===== config.mk =====
export PLATFORM = sky130hd
export DESIGN_NAME = reg_bank_dumper
export DESIGN_NICKNAME = d
export VERILOG_FILES = /design/src/rtl/reg_bank_dumper_pkg.sv /design/src/rtl/reg_bank_dumper_serializer.sv /design/src/rtl/reg_bank_dumper.sv
export SDC_FILE = /design/constraint.sdc
export NUM_CORES = 1
export LEC_CHECK = 0
export BUFFER_PORTS_ARGS = -buffer_cell sky130_fd_sc_hd__buf_4
export CORE_UTILIZATION = 40
export CTS_BUF_LIST = sky130_fd_sc_hd__clkbuf_4 sky130_fd_sc_hd__clkbuf_8 sky130_fd_sc_hd__clkbuf_16
export CTS_CLUSTER_DIAMETER = 60
export CTS_CLUSTER_SIZE = 20
export DETAILED_ROUTE_END_ITERATION = 10
export SKIP_CTS_REPAIR_TIMING = 1
export SLEW_MARGIN = 20
export SYNTH_ARGS = -nofsm -noshare
export SYNTH_HDL_FRONTEND = slang
export SYNTH_HIERARCHICAL = 1
export SYNTH_SLANG_ARGS = --single-unit

===== constraint.sdc =====
create_clock -name i_clock -period 4.2 [get_ports i_clock]
set_input_delay 0.42 -clock i_clock [delete_from_list [all_inputs] [get_ports i_clock]]
set_output_delay 0.42 -clock i_clock [all_outputs]
set_load 0.01 [all_outputs]

===== src/rtl/reg_bank_dumper_pkg.sv =====
// Shared definitions for the register bank dumper: FSM state encoding and
// byte-serialization sizing helpers.
package reg_bank_dumper_pkg;

    typedef enum logic [1:0] {
        ST_IDLE = 2'd0,
        ST_LOAD = 2'd1,
        ST_SEND = 2'd2,
        ST_DONE = 2'd3
    } dump_state_t;

    localparam int DEFAULT_DATA_WIDTH = 32;
    localparam int BYTES_PER_WORD     = DEFAULT_DATA_WIDTH / 8;
    localparam int BYTE_CNT_W         = (BYTES_PER_WORD > 1) ? $clog2(BYTES_PER_WORD) : 1;

    // Byte-counter width for an arbitrary word width (never narrower than 1 bit).
    function automatic int byte_cnt_width(input int data_width);
        int bpw;
        bpw = data_width / 8;
        return (bpw > 1) ? $clog2(bpw) : 1;
    endfunction

endpackage


===== src/rtl/reg_bank_dumper_serializer.sv =====
// Word-to-byte serializer: captures one word on load and presents it MSB
// byte first over a valid/ready handshake. o_last flags the transfer of the
// final byte so the sequencer can react on the same edge.
module word_byte_serializer
    import reg_bank_dumper_pkg::*;
#(
    parameter int DATA_WIDTH = DEFAULT_DATA_WIDTH
) (
    input  logic                  i_clock,
    input  logic                  i_reset,
    input  logic                  i_load,
    input  logic [DATA_WIDTH-1:0] i_word,
    input  logic                  i_ready,
    output logic [7:0]            o_byte,
    output logic                  o_valid,
    output logic                  o_last
);

    localparam int BPW   = DATA_WIDTH / 8;
    localparam int CNT_W = byte_cnt_width(DATA_WIDTH);

    logic [DATA_WIDTH-1:0] shreg;
    logic [CNT_W-1:0]      byte_cnt;
    logic                  xfer;

    assign xfer   = o_valid && i_ready;
    assign o_byte = shreg[DATA_WIDTH-1 -: 8];
    assign o_last = xfer && (byte_cnt == CNT_W'(BPW - 1));

    // Snapshot the word on load, then shift one byte out per accepted transfer.
    always_ff @(posedge i_clock) begin
        if (i_reset) begin
            shreg    <= '0;
            byte_cnt <= '0;
            o_valid  <= 1'b0;
        end else if (i_load) begin
            shreg    <= i_word;
            byte_cnt <= '0;
            o_valid  <= 1'b1;
        end else if (xfer) begin
            shreg <= shreg << 8;
            if (o_last) begin
                byte_cnt <= '0;
                o_valid  <= 1'b0;
            end else begin
                byte_cnt <= byte_cnt + 1'b1;
            end
        end
    end

endmodule


===== src/rtl/reg_bank_dumper.sv =====
// Register bank dumper: walks the bank read port over addresses
// 0..N_REGS-1 and streams every word MSB byte first to the debug TX path.
module reg_bank_dumper
    import reg_bank_dumper_pkg::*;
#(
    parameter int DATA_WIDTH = 32,
    parameter int N_REGS     = 32,
    parameter int ADDR_WIDTH = 5
) (
    input  logic                  i_clock,
    input  logic                  i_reset,
    input  logic                  i_start,
    output logic [ADDR_WIDTH-1:0] o_rd_addr,
    input  logic [DATA_WIDTH-1:0] i_rd_data,
    output logic [7:0]            o_tx_data,
    output logic                  o_tx_valid,
    input  logic                  i_tx_ready,
    output logic                  o_busy,
    output logic                  o_done
);

    localparam logic [ADDR_WIDTH-1:0] LAST_ADDR = ADDR_WIDTH'(N_REGS - 1);

    dump_state_t state;
    logic        load;
    logic        word_sent;

    // The serializer captures i_rd_data during the single LOAD cycle only.
    assign load = (state == ST_LOAD);

    word_byte_serializer #(
        .DATA_WIDTH(DATA_WIDTH)
    ) u_serializer (
        .i_clock (i_clock),
        .i_reset (i_reset),
        .i_load  (load),
        .i_word  (i_rd_data),
        .i_ready (i_tx_ready),
        .o_byte  (o_tx_data),
        .o_valid (o_tx_valid),
        .o_last  (word_sent)
    );

    // Dump sequencer: owns the address walk and the busy/done indications.
    always_ff @(posedge i_clock) begin
        if (i_reset) begin
            state     <= ST_IDLE;
            o_rd_addr <= '0;
            o_busy    <= 1'b0;
            o_done    <= 1'b0;
        end else begin
            o_done <= 1'b0;
            case (state)
                ST_IDLE: begin
                    o_rd_addr <= '0;
                    if (i_start) begin
                        state  <= ST_LOAD;
                        o_busy <= 1'b1;
                    end
                end
                ST_LOAD: begin
                    state <= ST_SEND;
                end
                ST_SEND: begin
                    if (word_sent) begin
                        if (o_rd_addr == LAST_ADDR) begin
                            state  <= ST_DONE;
                            o_busy <= 1'b0;
                            o_done <= 1'b1;
                        end else begin
                            o_rd_addr <= o_rd_addr + 1'b1;
                            state     <= ST_LOAD;
                        end
                    end
                end
                ST_DONE: begin
                    // A start request here is deliberately dropped.
                    state     <= ST_IDLE;
                    o_rd_addr <= '0;
                end
                default: begin
                    state <= ST_IDLE;
                end
            endcase
        end
    end

endmodule


* Word-level counts from Yosys, hierarchy flattened
Cells that the tools add are included.
** Word-level totals
- Register bits :: 44
- Logic and storage cells :: 52
** Cells by class
- $add $sub $neg :: 2
- Eq/ne operators :: 9
- Multiplexer cells :: 18
- Bitwise operators :: 2
- Reductions and logical operators :: 14
** Operators by type and width (number)
- $mux 32 :: 2
- $mux 5 :: 2
- $pmux 5 s2 :: 1
- $mux 2 :: 4
- $pmux 2 s4 :: 1
- $reduce_bool 2->1 :: 4
- $mux 1 :: 7
- $eq 2x2->1 const B :: 3
- $ne 2x2->1 const B :: 3
- $add 5x1->5 const B :: 1
- $eq 5x5->1 const B :: 1
- $reduce_and 2->1 :: 2
- $reduce_and 4->1 :: 1
- $reduce_or 2->1 :: 2
- $reduce_and 3->1 :: 1
- $reduce_or 3->1 :: 1
- $add 2x1->2 const B :: 1
- $eq 2x1->1 const B :: 1
- $logic_and 1x1->1 :: 2
- $logic_not 2->1 :: 1
- $ne 2x1->1 const B :: 1
- $not 1->1 :: 2
- $pmux 1 s2 :: 1

* Depth between registers and ports, before layout
Gate-level depths: netlist (run 1).
- Depth after elaboration :: 5
- Gate-level depth with buffers :: 7
- Depth with buffers taken out :: 7

* Modules after synthesis
The synthesis (run 1) kept the hierarchy.
** By module, submodules not included
- word_byte_serializer :: instances 1, cells each 194, area each 1875.5 µm²
- reg_bank_dumper :: instances 1, cells each 59, area each 518.0 µm²

* Least setup slack after synthesis (run 1)
Ideal clock, no wire load.
- Path kind :: reg2reg
- Start :: reg o_rd_addr[0]
- End :: reg o_rd_addr[2]
- Data arrival time :: 1531 ps
- Required time :: 4078 ps
- Setup slack :: 2548 ps
- Stages on the path, launching flop included :: 8
- Path buffers :: 0
- Clock period less this slack :: 1652 ps
- Cell sequence :: dfxtp_1 ha_1 and3_1 ha_1 nand2b_4 a21o_1 o21ai_0 a21oi_1
** On the way
- Word-level cells in the longest chain between the ends :: 4
- Elaborated cells on any way between the ends :: 7
- Classes of those cells :: 1 x add/sub; 2 x eq/ne; 3 x mux; 1 x reduce/logical
** Ends and longest elaborated chain
- start, declared :: line reg_bank_dumper.sv:13 : output logic [ADDR_WIDTH-1:0] o_rd_addr,
- start signal, assigned :: line reg_bank_dumper.sv:71 : o_rd_addr <= o_rd_addr + 1'b1;
- $add 5x1->5 :: line reg_bank_dumper.sv:71
- $mux 5 :: line reg_bank_dumper.sv:66 : if (o_rd_addr == LAST_ADDR) begin
- $mux 5 :: line reg_bank_dumper.sv:65 : if (word_sent) begin
- $pmux 5 s2 :: line reg_bank_dumper.sv:53 : case (state)
Parallel ways exist; a longest one is shown, timed or not. The select of a mux whose other input is x is not followed.
A chain may end at the register's enable or synchronous reset.

* Final worst setup path (run 1)
- Start :: reg state[1]
- End :: reg u_serializer.shreg[16]
** On the way
- Word-level cells in the longest chain between the ends :: 2
- Elaborated cells on any way between the ends :: 3
- Classes of those cells :: 1 x eq/ne; 1 x mux; 1 x reduce/logical
** Ends and longest elaborated chain
- start, declared :: line reg_bank_dumper.sv:24 : dump_state_t state;
- start signal, assigned :: line reg_bank_dumper.sv:47 : state <= ST_IDLE;
- start signal, assigned :: line reg_bank_dumper.sv:57 : state <= ST_LOAD;
- start signal, assigned :: line reg_bank_dumper.sv:62 : state <= ST_SEND;
- $eq 2x1->1 * :: line reg_bank_dumper.sv:29 : assign load = (state == ST_LOAD);
- via load :: line reg_bank_dumper.sv:25 : logic load;
- $mux 32 or $reduce_bool 2->1 (tied branches)
- end signal, assigned :: line reg_bank_dumper_serializer.sv:37 : shreg <= i_word;
- end signal, assigned :: line reg_bank_dumper_serializer.sv:41 : shreg <= shreg << 8;
- end, declared :: line reg_bank_dumper_serializer.sv:22 : logic [DATA_WIDTH-1:0] shreg;
The timed path passes the listed nets; every way through them passes the cells marked *.

==> run_results.csv, run 1 <==
group,metric,value,unit
power_and_ir_drop,power.share.clock,0.235,
cells_and_area,most_common_cell_after_layout_fill_and_taps_aside,"buf_4",
global_route,grt.overflow.total,0,
timing,layout_min_cycle_time,1.89,ns
placement,io_buffer_count,51,
cts,cts.htree.levels,2,
floorplanning,placeableCoreArea,5640,µm²
cells_and_area,final_net_count,327,
power_and_ir_drop,seq_power_share,0.385,
placement,place_congestion,0.701,
routing,finalWirelength,4430,µm
critical_path,crit_path_cell_trace,"inv_1 > ha_4 > buf_12 > nor3_1 > a2111oi_1",
synth,post_synth_inst_count,253,
synth,netlist.top_cell.by_area,"dfxtp_1",
min_path,min-delay-path-class,"in -> reg",
routing,avgViaCountPerCell,5.03,
synth,synth.cell_area,2390,µm²
cells_and_area,antennaDiodeCount,0,
power_and_ir_drop,combPwrFrac,0.380,
routing,postRouteAntennaNets,0,
cts,cts-root-to-sink-buffers,2,
routing,dr_total_vias,1790,
routing,violation_count_after_the_first_detailed_route_iteration,89,
cts,cts-buffers-inserted,5,
critical_path,critPathLaunchType,"flop",
synth,synth_sequential_area_ratio,0.368,
global_route,grt_first_pass_wirelength,7330,µm
synth,ys.warnings.count,6,
power_and_ir_drop,netSwitchingPower,0.000517,W
synth,netlist_top_cells_area,"dfxtp_1 (37%), a2111oi_2 (13%), nor3_2 (7.5%)",
critical_path,cp_num_buf_inv,2,
routing,drcViolationCount,0,
synth,syn_nets,297,
synth,yosysUniqueCellTypes,31,
synth,yosysTopAreaCellShare,0.368,
power_and_ir_drop,internal_power,0.000995,W
routing,wl_per_cell,12.4,µm
cts,clock_sinks,44,
critical_path,critical_path_class,"reg -> reg",
job,max_capacitance_violation_count,0,
global_route,largest_net_degree_at_the_start_of_global_routing,94,
routing,drt_first_pass_iters,4,
floorplanning,ioPinCount,52,
placement,dp_hpwl,2770,µm
power_and_ir_drop,leakage,1.14,nW
timing,tightest_slew,1.02,ns
power_and_ir_drop,power.switching_fraction,0.342,
power_and_ir_drop,power_density,538,nW/µm²
floorplanning,fp-row-count,27,
timing,slew_headroom,0.317,
timing,timing.final.max_slew_violations,0,
critical_path,worst_ep_required_time,4.37,ns
critical_path,crit_fanout,51,
critical_path,worst_path_dominant_cell_family,"adder cells",
critical_path,data_arrival_critical_path,2.06,ns
floorplanning,die_h,79.4,µm
cells_and_area,post_route_cells_drive_above_1_share,0.366,
critical_path,cpMaxStageDelayCell,"ha_4",
global_route,antenna_found_initial,0,
timing,max_freq,530,MHz
cells_and_area,layout.cells.most_common_list,"buf_4 (51), dfxtp_1 (44), nor3_1 (34), inv_1 (27), a2111oi_2 (21)",
global_route,grt.total_usage,0.146,
cts,tritoncts,"done",
timing,post-route-worst-setup-slack,2.31,ns
critical_path,critPathMaxStageDelay,0.51,ns
cts,cts.root.buffer_cell,"clkbuf_8",
power_and_ir_drop,irDropWorstVdd,0.000239,V
floorplanning,initial_core_util,0.424,
placement,pre_cts_slack,2.16,ns
timing,fin_setup_tns,0,ns
floorplanning,floorplan.die.width,79.4,µm
cells_and_area,area.growth.synth_to_final,17.5,%
cts,clk_pin_slew_worst_paths,0.09,ns
timing,timing.final.hold_violations,0,
cts,insertion_delay,0.29,ns
synth,avgSynthCellArea,9.46,µm²
global_route,number_of_global_route_vias_before_repair,1617,
timing,rsz_0062_raised_after_global_routing,"false",
critical_path,critical_path.endpoint_type,"flop",
timing,final-setup-viol-count,0,
timing,finalClockSkew,0.00770,ns
floorplanning,die_area,6300,µm²
status,run_status,"completed",
synth,postSynthRegisterBits,44,
timing,fin_crit_sh,0.449,
-- cell families (layout without fill, tap and decap cells) --
family,count (synthesis),count (layout),share of synthesized area
flops,44,44,0.368
fa+ha+maj,8,8,0.0418
compound gates,47,47,0.200
mux,2,2,0.00836
buf+inv,56,87,0.132
simple gates,96,96,0.250
-- registers in the layout (all words and copies together) (netlist names) --
signal and cells:
o_done 1, u_serializer/byte_cnt 2, u_serializer/shreg 32, u_serializer/o_valid 1
o_busy 1, o_rd_addr 5, state 2
-- tightest hold or removal path, cell delays in order --
cell	delay, ns
buf_4	0.11
nand2_1	0.05
a21oi_1	0.05
-- cells in the mapped netlist --
| library cell | count |
|---|---|
| nand4b_1 | 1 |
| a2111oi_2 | 21 |
| and2_4 | 1 |
| buf_12 | 3 |
| o211ai_1 | 1 |
| nor3_1 | 34 |
| nor2b_1 | 1 |
| buf_2 | 7 |
| and4b_2 | 1 |
| nand2b_4 | 1 |
| a21o_1 | 2 |
| nand3_1 | 6 |
| ha_1 | 8 |
| and3_1 | 2 |
| mux2i_1 | 2 |
| a21oi_1 | 17 |
| a21oi_4 | 1 |
| inv_1 | 27 |
| nor3_2 | 18 |
| nand3b_1 | 9 |
| o21ai_1 | 1 |
| a2111oi_1 | 3 |
| and2_1 | 1 |
| o21ai_0 | 1 |
| dfxtp_1 | 44 |
| nor2_1 | 4 |
| clkbuf_2 | 2 |
| and2b_1 | 1 |
| clkbuf_1 | 5 |
| buf_4 | 12 |
| nand2_1 | 16 |
-- power by group through the flow --
stage | Combinational, W | Sequential [W] | Clock [W]
2_1_floorplan | 0.000497 | 0.000579 | 0
3_3_place_gp | 0.000561 | 0.000589 | 0
3_5_place_dp | 0.000567 | 0.000592 | 0
4_1_cts | 0.000568 | 0.000583 | 0.000365
5_1_grt | 0.000631 | 0.000595 | 0.000383
6_report | 0.000574 | 0.000582 | 0.000356
-- path summary, 6_finish.rpt --
check,startpoint,end,slack (ns),depth (start not counted)
max,state[1],u_serializer/shreg[16],2.31,5
min,i_rd_data[1],u_serializer/shreg[1],0.38,3
max reg2reg,state[1],u_serializer/shreg[16],2.31,5
min reg2reg,o_busy,o_busy,0.48,2
-- stage by stage --
stage,hold slack (ns),instance area (µm²),power [W],util,std cells
after CTS,0.373,2790,0.00152,0.495,355
after floorplan,0.461,2390,0.00108,-,253
after global routing,0.383,2810,0.00161,0.498,356
after detailed placement,0.469,2670,0.00116,0.472,347
after global placement,0.469,2670,0.00115,0.472,347
final,0.384,2810,0.00151,0.498,356
-- cell type report --
class	instances	area, µm²
fillers	562	2830
multi-input cells	153	1210
clock inverters	1	30.0
inverters	27	101
clock buffers	7	96.3
well taps	72	90.1
flip-flops and latches	44	881
repair buffers	52	403
-- per-layer routing --
metal / share of wire / up-vias / GRT usage
met5: 0 / - / 0
met4: 0.012 / 0 / 0.0491
met3: 0.043 / 5 / 0.0241
met2: 0.43 / 34 / 0.228
met1: 0.52 / 803 / 0.201
li1: - / 948 / -
Note: power is estimated with default switching activity, not from simulation.
==> run 2, diff against run 1 <==
Clock period 4.2 ns to 2 ns, I/O delays scaled along.
==> run 2 against run 1 <==
- routed wire length up 4.2%
- utilization up 0.24 points
- critical path depth up 2
- power up 100%
- flip-flop and latch count unchanged
- register-to-register slack worse by 2.1 ns
- critical path type unchanged
- critical endpoint is now o_rd_addr[2]
==> run_results.csv, run 2 (synthesis results as in run 1) <==
group,metric,value,unit
status,run_status,"completed",
min_path,min-delay-path-class,"in -> reg",
timing,tightest_slew,0.593,ns
placement,dp_hpwl,2990,µm
cts,cts-buffers-inserted,5,
cells_and_area,antennaDiodeCount,0,
floorplanning,fp-row-count,27,
critical_path,critical_path.endpoint_type,"flop",
timing,layout_min_cycle_time,1.75,ns
power_and_ir_drop,netSwitchingPower,0.00110,W
power_and_ir_drop,power.share.clock,0.194,
cts,clock_sinks,44,
cts,tritoncts,"done",
cts,cts-root-to-sink-buffers,2,
job,max_capacitance_violation_count,0,
routing,postRouteAntennaNets,0,
cells_and_area,fillers,571,
routing,dr_total_vias,1840,
floorplanning,die_area,6300,µm²
global_route,number_of_global_route_vias_before_repair,1713,
routing,avgViaCountPerCell,5.11,
timing,whs,0.156,ns
timing,rsz_0062_raised_after_global_routing,"false",
cts,insertion_delay,0.29,ns
routing,wl_per_cell,12.8,µm
floorplanning,initial_core_util,0.424,
power_and_ir_drop,leakage,1.15,nW
cells_and_area,final_util,0.501,
cells_and_area,largest_register,"u_serializer/shreg",
floorplanning,die_h,79.4,µm
global_route,largest_net_degree_at_the_start_of_global_routing,45,
routing,drcViolationCount,0,
timing,finalClockSkew,0.00481,ns
global_route,antenna_found_initial,0,
timing,timing.final.hold_violations,0,
cells_and_area,biggestRegsByFlops,"u_serializer/shreg (32), o_rd_addr (5)",
power_and_ir_drop,power_density,1090,nW/µm²
placement,place_congestion,0.737,
placement,placed_area,2730,µm²
timing,timing.final.max_slew_violations,0,
routing,finalWirelength,4620,µm
critical_path,crit_fanout,5,
cells_and_area,layout.cells.most_common_list,"buf_4 (54), dfxtp_1 (44), nor3_1 (34), inv_1 (27), a2111oi_2 (21)",
critical_path,critical_path_class,"reg -> reg",
floorplanning,ioPinCount,52,
cells_and_area,post_route_cells_drive_above_1_share,0.375,
timing,slew_headroom,0.604,
cells_and_area,final_net_count,331,
cells_and_area,number_of_flip_flops_in_the_largest_register,32,
floorplanning,placeableCoreArea,5640,µm²
critical_path,worst_ep_required_time,2.16,ns
routing,violation_count_after_the_first_detailed_route_iteration,124,
placement,io_buffer_count,51,
power_and_ir_drop,combPwrFrac,0.410,
power_and_ir_drop,internal_power,0.00199,W
global_route,grt_first_pass_wirelength,7800,µm
critical_path,data_arrival_critical_path,1.91,ns
timing,fin_setup_tns,0,ns
timing,max_freq,571,MHz
cts,clk_pin_slew_worst_paths,0.08,ns
floorplanning,floorplan.die.width,79.4,µm
global_route,grt.total_usage,0.156,
power_and_ir_drop,seq_power_share,0.395,
global_route,grt.overflow.total,0,
power_and_ir_drop,irDropWorstVdd,0.000457,V
cells_and_area,finish.instance_area,2830,µm²
cts,cts.root.buffer_cell,"clkbuf_8",
critical_path,critPathLaunchType,"flop",
timing,final-setup-viol-count,0,
cts,cts.htree.levels,2,
cells_and_area,area.growth.synth_to_final,18.0,%
timing,fin_crit_sh,0.876,
routing,drt_first_pass_iters,4,
cells_and_area,most_common_cell_after_layout_fill_and_taps_aside,"buf_4",
power_and_ir_drop,power.switching_fraction,0.357,
-- run 2: cell type report --
| cell class | instances | area, µm² | share of cell area |
|---|---|---|---|
| flip-flops and latches | 44 | 881 | 0.312 |
| multi-input cells | 153 | 1210 | 0.428 |
| clock inverters | 1 | 7.51 | 0.00266 |
| repair buffers | 56 | 445 | 0.158 |
| clock buffers | 7 | 90.1 | 0.0319 |
| well taps | 72 | 90.1 | 0.0319 |
| inverters | 27 | 101 | 0.0359 |
-- run 2: worst paths after layout --
| path | startpoint | endpoint | slack, ns | cells past startpoint |
|---|---|---|---|---|
| worst max-delay path | o_rd_addr[0] | o_rd_addr[2] | 0.25 | 7 |
| worst min-delay path | i_rd_data[6] | u_serializer/shreg[6] | 0.16 | 3 |
| worst max register to register | o_rd_addr[0] | o_rd_addr[2] | 0.25 | 7 |
| worst min register to register | u_serializer/shreg[4] | u_serializer/shreg[4] | 0.48 | 2 |
-- run 2: power groups by stage --
stage / clock, W / combinational [W] / sequential [W]
final: 0.000600 / 0.00127 / 0.00122
after global routing: 0.000665 / 0.00141 / 0.00125
after CTS: 0.000628 / 0.00128 / 0.00122
after detailed placement: 0 / 0.00127 / 0.00124
after global placement: 0 / 0.00126 / 0.00123
after floorplan: 0 / 0.00104 / 0.00122
-- run 2: metal layers --
metal / GRT usage / wire, µm
met1: 0.217 / 2360
met2: 0.234 / 2000
met3: 0.0368 / 205
met4: 0.0491 / 56
met5: 0 / 0
-- run 2: critical path, stage by stage, from the launching register on --
cell      delay (ns)
dfxtp_1         0.35
ha_1            0.23
and3_1          0.20
ha_1            0.21
nand2b_4        0.16
a21o_1          0.23
o21ai_0         0.17
a21oi_1         0.08
-- run 2: stage by stage --
stage               total power, W  cells  worst slack [ns]
floorplan                  0.00226    253             0.348
global placement           0.00249    352             0.269
detailed placement         0.00251    352             0.255
CTS                        0.00313    360             0.235
global route               0.00332    360            0.0773
finish                     0.00309    360             0.247
==> run 3, diff against run 2 <==
Settings changed: BUFFER_PORTS_ARGS -buffer_cell sky130_fd_sc_hd__buf_4 to -buffer_cell sky130_fd_sc_hd__buf_2.
==> run 3 against run 2 <==
- worst hold slack got worse by 0.011 ns
- critical endpoint unchanged
- utilization decreased by 1.8 points
- flip-flop and latch count unchanged
- routed wire length down 3.1%
- power is 0.34% higher
- cell count is 0.56% higher
- clock power is 13% higher
- largest power group is now registers
- non-clock buffer count rose by 2
==> run_results.csv, run 3 (synthesis results as in run 1) <==
group,metric,value,unit
cells_and_area,fillers,558,
global_route,grt_first_pass_wirelength,7420,µm
cells_and_area,post_route_cells_drive_above_1_share,0.379,
cts,insertion_delay,0.30,ns
min_path,hold_depth,3,
timing,fin_crit_sh,0.896,
critical_path,reg2regPathDepth,7,
global_route,antenna_found_initial,0,
cells_and_area,most_common_cell_after_layout_fill_and_taps_aside,"buf_2",
global_route,grt.overflow.total,0,
critical_path,critical_path_class,"reg -> reg",
cts,cts-root-to-sink-buffers,2,
global_route,grt.total_usage,0.152,
placement,io_buffer_count,51,
cells_and_area,final_net_count,333,
critical_path,data_arrival_critical_path,1.95,ns
timing,whs,0.145,ns
timing,layout_min_cycle_time,1.79,ns
floorplanning,initial_core_util,0.424,
floorplanning,die_h,79.4,µm
cells_and_area,biggestRegsByFlops,"u_serializer/shreg (32), o_rd_addr (5)",
floorplanning,ioPinCount,52,
cells_and_area,number_of_flip_flops_in_the_largest_register,32,
floorplanning,die_area,6300,µm²
timing,timing.final.hold_violations,0,
floorplanning,floorplan.die.width,79.4,µm
critical_path,crit_fanout,5,
job,max_capacitance_violation_count,0,
power_and_ir_drop,leakage,1.13,nW
floorplanning,placeableCoreArea,5640,µm²
routing,violation_count_after_the_first_detailed_route_iteration,72,
cells_and_area,largest_register,"u_serializer/shreg",
routing,postRouteAntennaNets,0,
cells_and_area,final_util,0.483,
placement,placed_area,2620,µm²
power_and_ir_drop,power_density,1140,nW/µm²
cts,cts.htree.levels,2,
timing,timing.final.max_slew_violations,0,
routing,finalWirelength,4480,µm
min_path,hold_start,"i_rd_data[4]",
timing,slew_headroom,0.662,
critical_path,reg_to_reg_setup_timing_slack,0.21,ns
critical_path,worst_ep_required_time,2.16,ns
cts,cts.root.buffer_cell,"clkbuf_8",
cts,clock_sinks,44,
power_and_ir_drop,power,0.00310,W
timing,tightest_slew,0.506,ns
routing,drt_first_pass_iters,4,
critical_path,rr_endpoint,"o_rd_addr[2]",
timing,max_freq,558,MHz
global_route,number_of_global_route_vias_before_repair,1620,
global_route,largest_net_degree_at_the_start_of_global_routing,38,
floorplanning,fp-row-count,27,
routing,wl_per_cell,12.4,µm
cts,tritoncts,"done",
min_path,min-delay-path-class,"in -> reg",
cells_and_area,antennaDiodeCount,0,
cells_and_area,area.growth.synth_to_final,13.9,%
timing,finalClockSkew,0.00949,ns
timing,final-setup-viol-count,0,
routing,drcViolationCount,0,
min_path,hold_path_end,"u_serializer/shreg[4]",
routing,dr_total_vias,1821,
cells_and_area,layout.cells.most_common_list,"buf_2 (51), dfxtp_1 (44), nor3_1 (34), inv_1 (27), a2111oi_2 (21)",
timing,fin_setup_tns,0,ns
timing,rsz_0062_raised_after_global_routing,"false",
cts,cts-buffers-inserted,5,
critical_path,r2r_start,"o_rd_addr[0]",
status,run_status,"completed",
power_and_ir_drop,irDropWorstVdd,0.000429,V
placement,dp_hpwl,3020,µm
cts,clk_pin_slew_worst_paths,0.08,ns
placement,place_congestion,0.754,
critical_path,critPathLaunchType,"flop",
cells_and_area,finish.instance_area,2730,µm²
routing,avgViaCountPerCell,5.03,
critical_path,critical_path.endpoint_type,"flop",
## run 3: power breakdown
group	switching [W]	total, W	internal [W]
Clock	0.000310	0.000680	0.000370
Combinational	0.000654	0.00121	0.000552
Sequential	0.000130	0.00121	0.00108
Total	0.00109	0.00310	0.00200
## run 3: per-layer routing
metal  global-route usage  up-vias  share of wire
li1                     -      963              -
met1                0.207      814           0.52
met2                0.231       39           0.42
met3               0.0322        5          0.046
met4               0.0655        0          0.013
met5                    0        -              0
## run 3: cell type report
| type | instances | area [µm²] | area share |
|---|---|---|---|
| clock buffers | 5 | 68.8 | 0.0252 |
| clock inverters | 3 | 42.5 | 0.0156 |
| inverters | 27 | 101 | 0.0372 |
| multi-input cells | 153 | 1210 | 0.444 |
| flip-flops and latches | 44 | 881 | 0.323 |
| well taps | 72 | 90.1 | 0.0330 |
| repair buffers | 58 | 333 | 0.122 |
## run 3: critical path, stage by stage (launching register included)
cell	delay, ns
dfxtp_1	0.35
ha_1	0.23
and3_1	0.20
ha_1	0.21
nand2b_4	0.16
a21o_1	0.23
o21ai_0	0.17
a21oi_1	0.10
## run 3: stage by stage
| step | std cells | setup slack (ns) |
|---|---|---|
| finish | 362 | 0.207 |
| global route | 362 | 0.0778 |
| CTS | 362 | 0.205 |
| detailed placement | 354 | 0.218 |
| global placement | 354 | 0.279 |
| floorplan | 253 | 0.348 |
## run 3: worst max-delay path by stage
stage,slack (ns),end,cells after the start,from
2_1_floorplan,0.35,o_rd_addr[2],7,o_rd_addr[0]
6_report,0.21,o_rd_addr[2],7,o_rd_addr[0]
3_5_place_dp,0.22,o_rd_addr[2],7,o_rd_addr[0]
4_1_cts,0.20,o_rd_addr[2],7,o_rd_addr[0]
5_1_grt,0.08,o_rd_addr[2],7,o_rd_addr[0]
3_3_place_gp,0.28,o_rd_addr[2],7,o_rd_addr[0]
